`src/rtl/nibble_serial_subtractor.sv`:
```
// nibble_serial_subtractor: WIDTH-bit a - b - b_in computed one 4-bit nibble
// per clock, LSB nibble first, with a start/busy/done handshake.
// Optional feature macro: OVF_DETECT_EN adds the signed-overflow output ovf.

// One nibble of the subtract chain: {brw_o, d_o} = a_i - b_i - brw_i in 5 bits.
module nibble_sub_cell (
  input  logic [3:0] a_i,
  input  logic [3:0] b_i,
  input  logic       brw_i,
  output logic [3:0] d_o,
  output logic       brw_o
);
  logic [4:0] r;

  // The 5th bit of the widened result is the borrow out of this nibble.
  assign r = {1'b0, a_i} - {1'b0, b_i} - {4'b0, brw_i};
  assign {brw_o, d_o} = r;
endmodule

module nibble_serial_subtractor #(
  parameter int WIDTH = 16
) (
  input  logic             clk,
  input  logic             rst,
  input  logic             start,
  input  logic [WIDTH-1:0] a,
  input  logic [WIDTH-1:0] b,
  input  logic             b_in,
  output logic             busy,
  output logic             done,
  output logic [WIDTH-1:0] diff,
  output logic             b_out
`ifdef OVF_DETECT_EN
  ,
  output logic             ovf
`endif
);
  localparam int NIBBLES = WIDTH / 4;
  localparam int IDX_W   = (NIBBLES > 1) ? $clog2(NIBBLES) : 1;

  typedef enum logic [1:0] {S_IDLE, S_RUN, S_DONE} state_t;

  state_t             state_q;
  logic [WIDTH-1:0]   a_q, b_q;      // operand shift registers, nibble 0 at the bottom
  logic               brw_q;         // running borrow between nibbles
  logic [IDX_W-1:0]   idx_q;
  logic [WIDTH-1:0]   diff_q;        // result fills from the top and shifts down
  logic               bout_q;
  logic               busy_q;
  logic               done_q;
`ifdef OVF_DETECT_EN
  logic               a_msb_q, b_msb_q;
  logic               ovf_q;
`endif

  logic [3:0]         d4;
  logic               brw_d;
  logic               last_nib;

  // Current nibble always sits at the bottom of the operand shift registers.
  nibble_sub_cell u_cell (
    .a_i   (a_q[3:0]),
    .b_i   (b_q[3:0]),
    .brw_i (brw_q),
    .d_o   (d4),
    .brw_o (brw_d)
  );

  assign last_nib = (idx_q == IDX_W'(NIBBLES - 1));

  // Control FSM plus the serial datapath; all outputs are registered here.
  always_ff @(posedge clk) begin
    if (rst) begin
      state_q <= S_IDLE;
      a_q     <= '0;
      b_q     <= '0;
      brw_q   <= 1'b0;
      idx_q   <= '0;
      diff_q  <= '0;
      bout_q  <= 1'b0;
      busy_q  <= 1'b0;
      done_q  <= 1'b0;
`ifdef OVF_DETECT_EN
      a_msb_q <= 1'b0;
      b_msb_q <= 1'b0;
      ovf_q   <= 1'b0;
`endif
    end else begin
      done_q <= 1'b0;
      unique case (state_q)
        S_IDLE: begin
          if (start) begin
            a_q     <= a;
            b_q     <= b;
            brw_q   <= b_in;
            idx_q   <= '0;
            busy_q  <= 1'b1;
            state_q <= S_RUN;
`ifdef OVF_DETECT_EN
            // Sign bits are kept separately because the operand registers
            // are shifted away during the run.
            a_msb_q <= a[WIDTH-1];
            b_msb_q <= b[WIDTH-1];
`endif
          end
        end
        S_RUN: begin
          // After NIBBLES shifts, nibble 0 has reached diff[3:0].
          diff_q <= {d4, diff_q[WIDTH-1:4]};
          a_q    <= {4'b0, a_q[WIDTH-1:4]};
          b_q    <= {4'b0, b_q[WIDTH-1:4]};
          brw_q  <= brw_d;
          idx_q  <= idx_q + 1'b1;
          if (last_nib) begin
            bout_q  <= brw_d;
            busy_q  <= 1'b0;
            done_q  <= 1'b1;
            state_q <= S_DONE;
`ifdef OVF_DETECT_EN
            // d4[3] is the new result MSB.
            ovf_q   <= (a_msb_q ^ b_msb_q) & (a_msb_q ^ d4[3]);
`endif
          end
        end
        S_DONE: begin
          // done pulse is exactly this one cycle; start is not looked at here.
          state_q <= S_IDLE;
        end
        default: state_q <= S_IDLE;
      endcase
    end
  end

  assign busy  = busy_q;
  assign done  = done_q;
  assign diff  = diff_q;
  assign b_out = bout_q;
`ifdef OVF_DETECT_EN
  assign ovf   = ovf_q;
`endif

endmodule

```
`config.mk`:
```
export PLATFORM = sky130hd
export DESIGN_NAME = nibble_serial_subtractor
export DESIGN_NICKNAME = d
export VERILOG_FILES = /design/src/rtl/nibble_serial_subtractor.sv
export SDC_FILE = /design/constraint.sdc
export NUM_CORES = 1
export LEC_CHECK = 0
export ABC_AREA = 1
export CORE_MARGIN = 2
export CORE_UTILIZATION = 25
export DETAILED_ROUTE_END_ITERATION = 12
export GPL_ROUTABILITY_DRIVEN = 0
export HOLD_SLACK_MARGIN = 0.03
export SLEW_MARGIN = 20
export SYNTH_ARGS = -nofsm -noshare
export SYNTH_HDL_FRONTEND = slang
export SYNTH_SLANG_ARGS = --single-unit
```
`constraint.sdc`:
```
create_clock -name clk -period 2.65 [get_ports clk]
set_input_delay 0.53 -clock clk [delete_from_list [all_inputs] [get_ports clk]]
set_output_delay 0.53 -clock clk [all_outputs]
set_load 0.005 [all_outputs]
```
## Word-level counts from Yosys, hierarchy flattened

Index checks and enable logic that the tools add are counted.

| storage, ports and cells | value |
|---|---|
| output and inout port bits | 19 |
| flip-flop bits (word level) | 56 |
| input bits | 36 |

| operators by class | value |
|---|---|
| equality and inequality tests | 4 |
| bitwise gates (word level) | 1 |
| $add $sub $neg | 3 |
| multiplexer cells | 15 |
| reduce and logical (&&, ||, !) cells | 7 |

Operator list:

| kind | number |
|---|---|
| one-hot mux 16 bit (2 select lines) | 2 |
| two-way mux 16 bit | 2 |
| one-hot mux 2 bit (2 select lines) | 2 |
| two-way mux 2 bit | 3 |
| AND reduction 2 bit | 3 |
| subtractor 4 x 4 -> 5 bit | 1 |
| subtractor 5 x 1 -> 5 bit | 1 |
| two-way mux 1 bit | 4 |
| inequality test 2 bit, second input constant | 2 |
| one-hot mux 1 bit (2 select lines) | 2 |
| AND reduction 3 bit | 1 |
| adder 2 x 1 -> 2 bit, second input constant | 1 |
| equality test 2 x 1 -> 1 bit, second input constant | 1 |
| equality test 2 bit, second input constant | 1 |
| zero test 2 bit | 1 |
| nonzero test 2 bit | 1 |
| OR reduction 2 bit | 1 |
| NOT 1 bit | 1 |

## Logic depth before layout (Yosys ltp)

Gate-level depths: netlist of run 1.

| logic depth | value |
|---|---|
| depth after elaboration | 3 |
| mapped depth | 12 |

## Modules after synthesis

Synthesis of run 1 repeated with hierarchy kept, for this count alone.

| second synthesis, totals | value |
|---|---|
| cell total of the unflattened synthesis | 392 |
| area total of the unflattened synthesis | 2,767.7 sq um |

Modules (own cells, without submodules):

| module | times used | sequential area each (sq um) | area an instance (sq um) | cells each |
|---|---|---|---|---|
| nibble_serial_subtractor | 1 | 1,121.1 | 2,537.4 | 357 |
| nibble_sub_cell | 1 | 0.0 | 230.2 | 35 |

## Worst setup path before layout of run 1

No wires, ideal clock.

| path | value |
|---|---|
| path type | register to register |
| from | register b_q[0] |
| to | register bout_q, in the netlist b_out |
| library setup time | 0.109 ns |
| path buffers | 0 |
| arrival time | 1.610 ns |
| cell stages (with the launch flop) | 12 |
| setup slack | 0.931 ns |
| path through | dfxtp_1 inv_1 fa_1 fa_1 inv_1 nand2_1 nand2_1 nand3_1 nand2_1 nand2_1 nand2_1 inv_1 |

| on the way | value |
|---|---|
| word-level cells in the longest chain between the ends | 2 |

RTL lines:

| element | line | RTL |
|---|---|---|
| start: declaration | 44 | `logic [WIDTH-1:0] a_q, b_q;` |
| start signal: assignment | 111 | `b_q <= {4'b0, b_q[WIDTH-1:4]};` |
| subtractor 4 x 4 -> 5 bit | 16 | `assign r = {1'b0, a_i} - {1'b0, b_i} - {4'b0, brw_i};` |
| subtractor 5 x 1 -> 5 bit | 16 |  |
| end signal: assignment | 115 | `bout_q <= brw_d;` |
| end: declaration | 48 | `logic bout_q;` |

Every way passes these cells.
A chain may end at the register's enable or synchronous reset.

## Worst setup path in the final report of run 1

| path | value |
|---|---|
| from | register state_q[1] |
| to | register b_q[11] |

| on the way | value |
|---|---|
| word-level cells in the longest chain between the ends | 3 |

RTL lines:

| element | line | RTL |
|---|---|---|
| start: declaration | 43 | `state_t state_q;` |
| start signal: assignment | 74 | `state_q <= S_IDLE;` |
| start signal: assignment | 98 | `state_q <= S_RUN;` |
| start signal: assignment | 118 | `state_q <= S_DONE;` |
| equality test 2 x 1 -> 1 bit or zero test 2 bit (tied branches) | 90 | `unique case (state_q)` |
| nonzero test 2 bit (no source line) or inequality test 2 bit (tied branches) | - |  |
| AND reduction 2 bit (no source line) | - |  |

Parallel ways exist; a longest one is shown, timed or not.

==> flow_summary.yaml, run 1 <==
die:
  dieHeight_um: 103.6
  core_sq_mm: 0.009684
  initial_core_util_pct: 25.63
  ios: 55
  die_x_um: 103.6
  fp-row-count: 36
  die_area_sq_mm: 0.01074
logic_synthesis:
  syn_area_sq_mm: 0.002482
  synth-edff-count: 0
  yosys.area.top_type: "dfxtp_1"
  synth_area_per_cell_sq_um: 7.388
  synth_top_cells_by_area: "dfxtp_1, nand2_1, a21oi_1, o21ai_0, o21ai_1"
  post-synth-top-count-cell: "nand2_1"
  synthFlopType: "dfxtp_1"
  ys_warn_count: 0
  synth_cells: 336
  syn_nets: 381
  yosys-top-cells-count: "nand2_1, dfxtp_1, a21oi_1, nor2_1, inv_1"
  synth_cell_types: 20
  synth_top_area_share_pct: 45.16
  ys_ff_latch: 56
  async_flop_share_pct: 0
  seq_area_frac_synth_pct: 45.16
clocking:
  postCtsHoldBufs: 0
  cts_buffer_depth: 2
  clk_latency_ps: 310
  cts_resized: 0
  cts_buffers: 5
  cts_sinks: 56
  cts_tree: "built"
  cts_root_buf: "clkbuf_8"
  cts_setup_buffers: 0
  clk_pin_slew_ps: 100
  htree_num_levels: 2
grt:
  first_global_vias: 2118
  grt_use_total_pct: 11.03
  grt_overflow: 0
  grt_antenna_before_repair: 0
  grt_pass1_wl_um: 9735
  grt_max_degree: 36
routing:
  avgRoutedWirePerCell_um: 11.15
  vias: 2140
  firstDrtPassIters: 4
  drc: 0
  antenna_left: 0
  via_per_inst: 4.147
  wirelength_um: 5752
  first_iter_violations: 109
setup_path:
  cp_common_cell: "nand2_1"
  crit_fanout: 31
  critPathLaunchType: "register"
  crit_family: "simple AND/OR/NAND/NOR gates"
  worst_r2r_endpoint: "b_q[11]$_SDFFE_PP0P_"
  critPathMaxStageDelay_ps: 520
  critical_path.slowest_cell: "clkinv_2"
  critPathBufInv: 2
  reg2reg_depth: 7
  reg2reg_slack_ps: 750
  crit_chain: "inv_2 -> nand2_2 -> clkinv_2 -> nand2_1 -> nand2_1 -> o21ai_1 -> a21oi_1"
  crit_type: "register to register"
  critPathArrivalTime_ps: 2120
  critPathRequiredTime_ps: 2860
  end_kind: "register"
  r2r-start: "state_q[1]$_SDFFE_PP0P_"
status:
  outcome: "finished clean"
power_and_ir_drop:
  p_sw_mw: 0.5290
  combPwrFrac_pct: 21.7
  p_per_area_mw_per_mm2: 575.6
  sequentialPowerShare_pct: 51.3
  p_leak_nw: 1.319
  p_int_mw: 1.316
  swShare_pct: 28.67
  power.total_mw: 1.845
  ir_drop_uv: 195.0
  pwr-share-clk_pct: 27.0
layout:
  multi_input_area_sq_mm: 0.001087
  regArea_sq_mm: 0.001121
  fill_cells: 1051
  layout.cells.non_filler: 516
  fin_nets: 427
  drive_gt1_share_pct: 4.439
  diodes: 0
  area_delta_synth_final_pct: 29.13
hold_path:
  hold_path_startpoint: "a_q[10]$_SDFFE_PP0P_"
  min_path_cells: 2
  min_to: "a_q[10]$_SDFFE_PP0P_"
  hp-class: "register to register"
flow_run:
  drv_cap: 0
timing:
  period_share_pct: 71.81
  setup-tns-final_ps: 0
  fmax_mhz: 525.5
  final_hold_viol_count: 0
  worst_slew_pin_slew_ps: 559.4
  timing.hold.ws_ps: 455.8
  rsz0062_at_grt: "false"
  period_minus_slack_ps: 1903
  skew_ps: 6.567
  slew_headroom_pct: 62.57
  setup_violations: 0
  slew_viol_final: 0
place:
  port-buffer-count: 54
  dp.cells: 508
  hpwlAfterDp_um: 4200
## routing by layer
metal / vias up / GRT usage (%) / part of all wire, %
met5: - / 0 / 0
met4: 0 / 4.344 / 1.8
li1: 1165 / - / -
met3: 7 / 2.077 / 2.9
met2: 35 / 17.55 / 45
met1: 933 / 14.78 / 50
## worst max-delay path by stage
stage,startpoint,endpoint,slack (ps),depth (start not counted)
after CTS,state_q[1]$_SDFFE_PP0P_,b_q[11]$_SDFFE_PP0P_,680,7
after floorplan,b_q[0]$_SDFFE_PP0P_,b_out$_SDFFE_PP0P_,930,11
final,state_q[1]$_SDFFE_PP0P_,b_q[11]$_SDFFE_PP0P_,750,7
after global routing,state_q[1]$_SDFFE_PP0P_,b_q[11]$_SDFFE_PP0P_,460,7
after detailed placement,start,b_q[6]$_SDFFE_PP0P_,580,5
after global placement,start,b_q[6]$_SDFFE_PP0P_,620,5
## metrics by stage
stage	util, %	setup slack (ps)	area (sq um)
floorplan	-	931.2	2482
global placement	32.11	616.8	3109
detailed placement	32.11	576.5	3109
CTS	33.10	675.2	3206
global route	33.10	458.5	3206
finish	33.10	747.0	3206
## worst min-delay path: cells and delay by family (launching register included)
kind / cells / cell delay, ps
DFF: 1 / 310
AOI/OAI and AO/OA: 1 / 50
buffers and inverters: 1 / 50
## registers in the layout (all words and copies together) (netlist names)
signal and count:
a_q 16, b_out 1, b_q 16, brw_q 1, busy 1, diff 16
done 1, idx_q 2, state_q 2
## kinds of logic (layout without fill, tap and decap cells)
group / count (synthesis) / count (layout) / synth area share (%)
xor gates and xnor gates: 1 / 1 / 0.3529
adders and majority gates: 9 / 9 / 5.141
DFF: 56 / 56 / 45.16
and+or+nand+nor: 114 / 114 / 17.84
AOI/OAI and AO/OA: 98 / 98 / 20.36
buffers and inverters: 58 / 105 / 11.14
## power by group through the flow
stage	clock network (mW)	logic [mW]	registers, mW
2_1_floorplan	0	0.258	0.961
5_1_grt	0.541	0.465	0.955
3_5_place_dp	0	0.407	0.966
3_3_place_gp	0	0.402	0.963
4_1_cts	0.516	0.408	0.947
6_report	0.499	0.401	0.946
## layout by cell type, fill, tap and decap left out, types with 4 or more instances in the layout
cell type / Yosys / routed
a21oi_1: 37 / 37
o21ai_0: 30 / 30
dfxtp_1: 56 / 56
o21ai_1: 28 / 28
nand2_1: 65 / 64
inv_1: 36 / 36
nor2_1: 37 / 37
buf_4: 4 / 4
nand3_1: 12 / 12
clkbuf_8: 0 / 6
ha_1: 7 / 7
clkdlybuf4s50_1: 0 / 54
## area by class of cell
cell class                 instances  area share, %
timing repair buffer              59          18.42
clock inverter                     2         0.4294
sequential                        56          34.97
inverter                          38          4.489
clock buffer                       6          2.576
multi-input combinational        222          33.92
tap                              133          5.191
No activity file was read; power rests on OpenSTA's default activity.
==> run 2: changes to the inputs <==
==> constraint.sdc (replaced) <==
create_clock -name clk -period 1.83 [get_ports clk]
set_input_delay 0.366 -clock clk [delete_from_list [all_inputs] [get_ports clk]]
set_output_delay 0.366 -clock clk [all_outputs]
set_load 0.005 [all_outputs]
==> run 2 against run 1 <==
Sequential power increased by 45%. Wire length decreased by 1.3%. Non-clock buffer count increased by 3. First-iteration DRC count decreased by 18%. Clock power increased by 37%. Register-to-register slack got worse by 630 ps. Core utilization increased by 0.36 points. Count of clock-buffer cells in the layout decreased by 1. Via count increased by 2.5%. Largest cell class unchanged.
==> flow_summary.yaml, run 2 (synthesis gave the netlist of run 1 again) <==
clocking:
  cts_root_buf: "clkbuf_8"
  cts_tree: "built"
  cts_sinks: 56
  htree_num_levels: 2
  cts_buffers: 5
  postCtsHoldBufs: 0
  clk_pin_slew_ps: 100
  cts_buffer_depth: 2
  clk_latency_ps: 310
layout:
  layout_commonest_cell: "nand2_1"
  fin_nets: 430
  layout.cells.non_filler: 519
  drive_gt1_share_pct: 5.959
  area_delta_synth_final_pct: 30.54
  fin_util_pct: 33.46
  final_cell_mix: "nand2_1, dfxtp_1, clkdlybuf4s50_1, nor2_1, a21oi_1"
  fill_cells: 1044
  diodes: 0
timing:
  worst_slew_pin_slew_ps: 578.0
  setup_violations: 0
  final_hold_viol_count: 0
  rsz0062_at_grt: "true"
  slew_headroom_pct: 61.32
  skew_ps: 9.196
  fmax_mhz: 584.2
  period_share_pct: 93.53
  slew_viol_final: 0
  setup-tns-final_ps: 0
  period_minus_slack_ps: 1712
flow_run:
  drv_cap: 0
power_and_ir_drop:
  p_sw_mw: 0.7661
  p_per_area_mw_per_mm2: 818.0
  power.total_mw: 2.651
  swShare_pct: 28.90
  ir_drop_uv: 418.8
  p_int_mw: 1.885
  pwr-share-clk_pct: 25.7
  p_leak_nw: 1.328
  combPwrFrac_pct: 22.6
  sequentialPowerShare_pct: 51.6
setup_path:
  critPathLaunchType: "register"
  critPathRequiredTime_ps: 2040
  critPathArrivalTime_ps: 1920
  end_kind: "register"
  crit_fanout: 2
  crit_type: "register to register"
place:
  dp.cells: 510
  port-buffer-count: 54
  hpwlAfterDp_um: 4088
routing:
  wirelength_um: 5676
  antenna_left: 0
  vias: 2194
  avgRoutedWirePerCell_um: 10.94
  drc: 0
  via_per_inst: 4.227
  first_iter_violations: 89
  firstDrtPassIters: 4
grt:
  grt_use_total_pct: 10.94
  grt_max_degree: 43
  first_global_vias: 2055
  grt_pass1_wl_um: 9666
  grt_overflow: 0
  grt_antenna_before_repair: 0
die:
  die_x_um: 103.6
  die_area_sq_mm: 0.01074
  initial_core_util_pct: 25.63
  core_sq_mm: 0.009684
  fp-row-count: 36
  dieHeight_um: 103.6
  ios: 55
status:
  outcome: "finished clean"
hold_path:
  hp-class: "register to register"
-- run 2: what timing repair did --
item / in CTS / in global routing
pin swaps: 0 / 1
setup endpoints to repair: 2 / 3
buffers inserted: 0 / 1
gates cloned: 0 / 0
gates resized for setup: 1 / 3
-- run 2: routing by layer --
| metal | GRT usage [%] | wire, um | part of all wire [%] |
|---|---|---|---|
| met1 | 14.38 | 2698 | 48 |
| met2 | 17.88 | 2698 | 48 |
| met3 | 2.266 | 201 | 3.5 |
| met4 | 3.764 | 78 | 1.4 |
| met5 | 0 | 0 | 0 |
-- run 2: worst paths after layout --
| check | start | endpoint | slack [ps] | cells after the start |
|---|---|---|---|---|
| worst min register to register | a_q[6]$_SDFFE_PP0P_ | a_q[6]$_SDFFE_PP0P_ | 450 | 2 |
| worst min-delay path | a_q[6]$_SDFFE_PP0P_ | a_q[6]$_SDFFE_PP0P_ | 450 | 2 |
| worst max-delay path | brw_q$_SDFFE_PP0P_ | b_out$_SDFFE_PP0P_ | 120 | 11 |
| worst max register to register | brw_q$_SDFFE_PP0P_ | b_out$_SDFFE_PP0P_ | 120 | 11 |
-- run 2: critical path, stage by stage, from the launching register on --
cell and delay [ps]:
dfxtp_2 330, inv_1 50, fa_2 380, fa_2 370, inv_1 60, nand2_1 60
nand2_1 70, nand3_1 90, nand2_1 80, nand2_1 40, nand2_1 60, inv_1 30
-- run 2: power by group through the flow --
stage / Clock, mW / Combinational [mW] / Sequential, mW
finish: 0.682 / 0.600 / 1.37
global placement: 0 / 0.591 / 1.39
floorplan: 0 / 0.374 / 1.39
CTS: 0.715 / 0.603 / 1.37
global route: 0.752 / 0.694 / 1.38
detailed placement: 0 / 0.599 / 1.40
-- run 2: stage by stage --
step / area [sq um] / hold slack, ps / worst slack (ps)
after floorplan: 2482 / 424.7 / 111.2
after global placement: 3137 / 433.0 / 55.20
after detailed placement: 3137 / 438.4 / -21.10
after CTS: 3229 / 454.6 / 21.91
after global routing: 3241 / 480.9 / -29.96
final: 3241 / 452.3 / 118.3
-- run 2: final cells by class --
cell class	count	area [sq um]	share of cell area [%]
multi-input cells	222	1092	33.71
clock buffers	5	68.82	2.124
repair buffers	62	625.6	19.31
clock inverters	3	21.27	0.6564
flip-flops and latches	56	1122	34.63
inverters	38	143.9	4.440
well taps	133	166.4	5.135
==> run 3: changes to the inputs <==
==> constraint.sdc (replaced) <==
create_clock -name clk -period 1.83 [get_ports clk]
set_input_delay 0.366 -clock clk [delete_from_list [all_inputs] [get_ports clk]]
set_output_delay 0.366 -clock clk [all_outputs]
set_load 0.1 [all_outputs]
==> run 3 against run 2 <==
First-iteration DRC count increased by 39%. Global-route usage decreased by 0.051 points. Count of clock-buffer cells in the layout increased by 2. Via count increased by 0.46%. Critical endpoint is now brw_q$_SDFFE_PP0P_. Largest cell class unchanged.
==> flow_summary.yaml, run 3 (synthesis gave the netlist of run 1 again) <==
status:
  outcome: "finished clean"
grt:
  grt_use_total_pct: 10.89
  first_global_vias: 2064
  grt_max_degree: 43
  grt_overflow: 0
  grt_antenna_before_repair: 0
  grt_pass1_wl_um: 9701
routing:
  firstDrtPassIters: 5
  first_iter_violations: 124
  antenna_left: 0
  drc: 0
  via_per_inst: 4.238
  avgRoutedWirePerCell_um: 11.09
  wirelength_um: 5766
  vias: 2204
timing:
  setup-tns-final_ps: 0
  slew_viol_final: 0
  slew_headroom_pct: 61.98
  skew_ps: 13.61
  period_share_pct: 94.90
  period_minus_slack_ps: 1737
  final_hold_viol_count: 0
  setup_violations: 0
  fmax_mhz: 575.8
  rsz0062_at_grt: "false"
  worst_slew_pin_slew_ps: 568.2
layout:
  layout_commonest_cell: "nand2_1"
  fill_cells: 1013
  fin_nets: 431
  fin_util_pct: 35.67
  drive_gt1_share_pct: 12.40
  area_delta_synth_final_pct: 39.16
  final_cell_mix: "nand2_1, dfxtp_1, nor2_1, a21oi_1"
  diodes: 0
place:
  hpwlAfterDp_um: 4138
  port-buffer-count: 54
setup_path:
  r2r-start: "brw_q$_SDFFE_PP0P_"
  critPathRequiredTime_ps: 2070
  worst_r2r_endpoint: "brw_q$_SDFFE_PP0P_"
  critPathLaunchType: "register"
  critPathArrivalTime_ps: 1970
  crit_type: "register to register"
  end_kind: "register"
  crit_fanout: 2
  reg2reg_slack_ps: 90
  reg2reg_depth: 10
clocking:
  cts_buffers: 5
  cts_tree: "built"
  clk_pin_slew_ps: 100
  cts_sinks: 56
  cts_root_buf: "clkbuf_8"
  cts_buffer_depth: 2
  clk_latency_ps: 300
  htree_num_levels: 2
power_and_ir_drop:
  ir_drop_uv: 259.7
  p_leak_nw: 1.427
  p_per_area_mw_per_mm2: 876.7
  power.total_mw: 3.029
die:
  ios: 55
  core_sq_mm: 0.009684
  die_x_um: 103.6
  dieHeight_um: 103.6
  fp-row-count: 36
  die_area_sq_mm: 0.01074
  initial_core_util_pct: 25.63
hold_path:
  hp-class: "register to register"
  min_path_cells: 2
  min_to: "a_q[6]$_SDFFE_PP0P_"
  hold_path_startpoint: "a_q[6]$_SDFFE_PP0P_"
flow_run:
  drv_cap: 0
## run 3: worst max path at each step
stage	start	cells past startpoint	slack, ps	end
CTS	brw_q$_SDFFE_PP0P_	11	20	b_out$_SDFFE_PP0P_
detailed placement	b_q[0]$_SDFFE_PP0P_	10	-10	brw_q$_SDFFE_PP0P_
floorplan	b_q[0]$_SDFFE_PP0P_	11	110	b_out$_SDFFE_PP0P_
global route	brw_q$_SDFFE_PP0P_	11	4	b_out$_SDFFE_PP0P_
global placement	b_q[0]$_SDFFE_PP0P_	11	60	b_out$_SDFFE_PP0P_
finish	brw_q$_SDFFE_PP0P_	10	90	brw_q$_SDFFE_PP0P_
## run 3: layout make-up
class	instances	area (sq um)	area share, %
flip-flops and latches	56	1124	32.52
multi-input cells	222	1104	31.95
repair buffers	63	823.3	23.83
well taps	133	166.4	4.817
inverters	38	143.9	4.165
clock buffers	7	86.33	2.499
clock inverters	1	7.507	0.2173
## run 3: critical path, cell delays in order, from the launching register on
cell and delay [ps]:
dfxtp_2 340, inv_1 50, fa_2 370, fa_2 380, inv_2 60, nand2_2 50, nand2_2 70, nand2_2 40
nand2_1 60, nand3_1 80, a21oi_1 170
## run 3: metal layers
layer	wire [um]	up-vias	global-route usage (%)
li1	-	1170	-
met1	2769	988	14.49
met2	2740	44	17.55
met3	207	2	2.077
met4	48	0	4.054
met5	0	-	0
## run 3: timing repair
item / CTS / global route
hold buffers: 0 / 0
endpoints found under the setup margin: 2 / 3
endpoints found under the hold margin: 0 / 0
cloned: 0 / 0
pin swaps: 0 / 2
gates resized for setup: 2 / 8
buffers inserted: 0 / 2
## run 3: metrics by stage
step           std cells  hold slack, ps  setup WS [ps]  area, sq um
5_1_grt              520           474.2          3.623         3455
4_1_cts              518           456.6          18.06         3423
2_1_floorplan        336           424.7          111.1         2482
6_report             520           454.6          93.39         3455
3_3_place_gp         510           432.4          57.82         3327
3_5_place_dp         510           443.2         -10.67         3327
## run 3: where the power goes
part           total [mW]  internal [mW]  leakage (nW)  switching [mW]
logic               0.942          0.374         0.920           0.568
registers            1.39           1.32         0.463          0.0674
clock network       0.699          0.309        0.0445           0.390
total                3.03           2.00          1.43            1.03
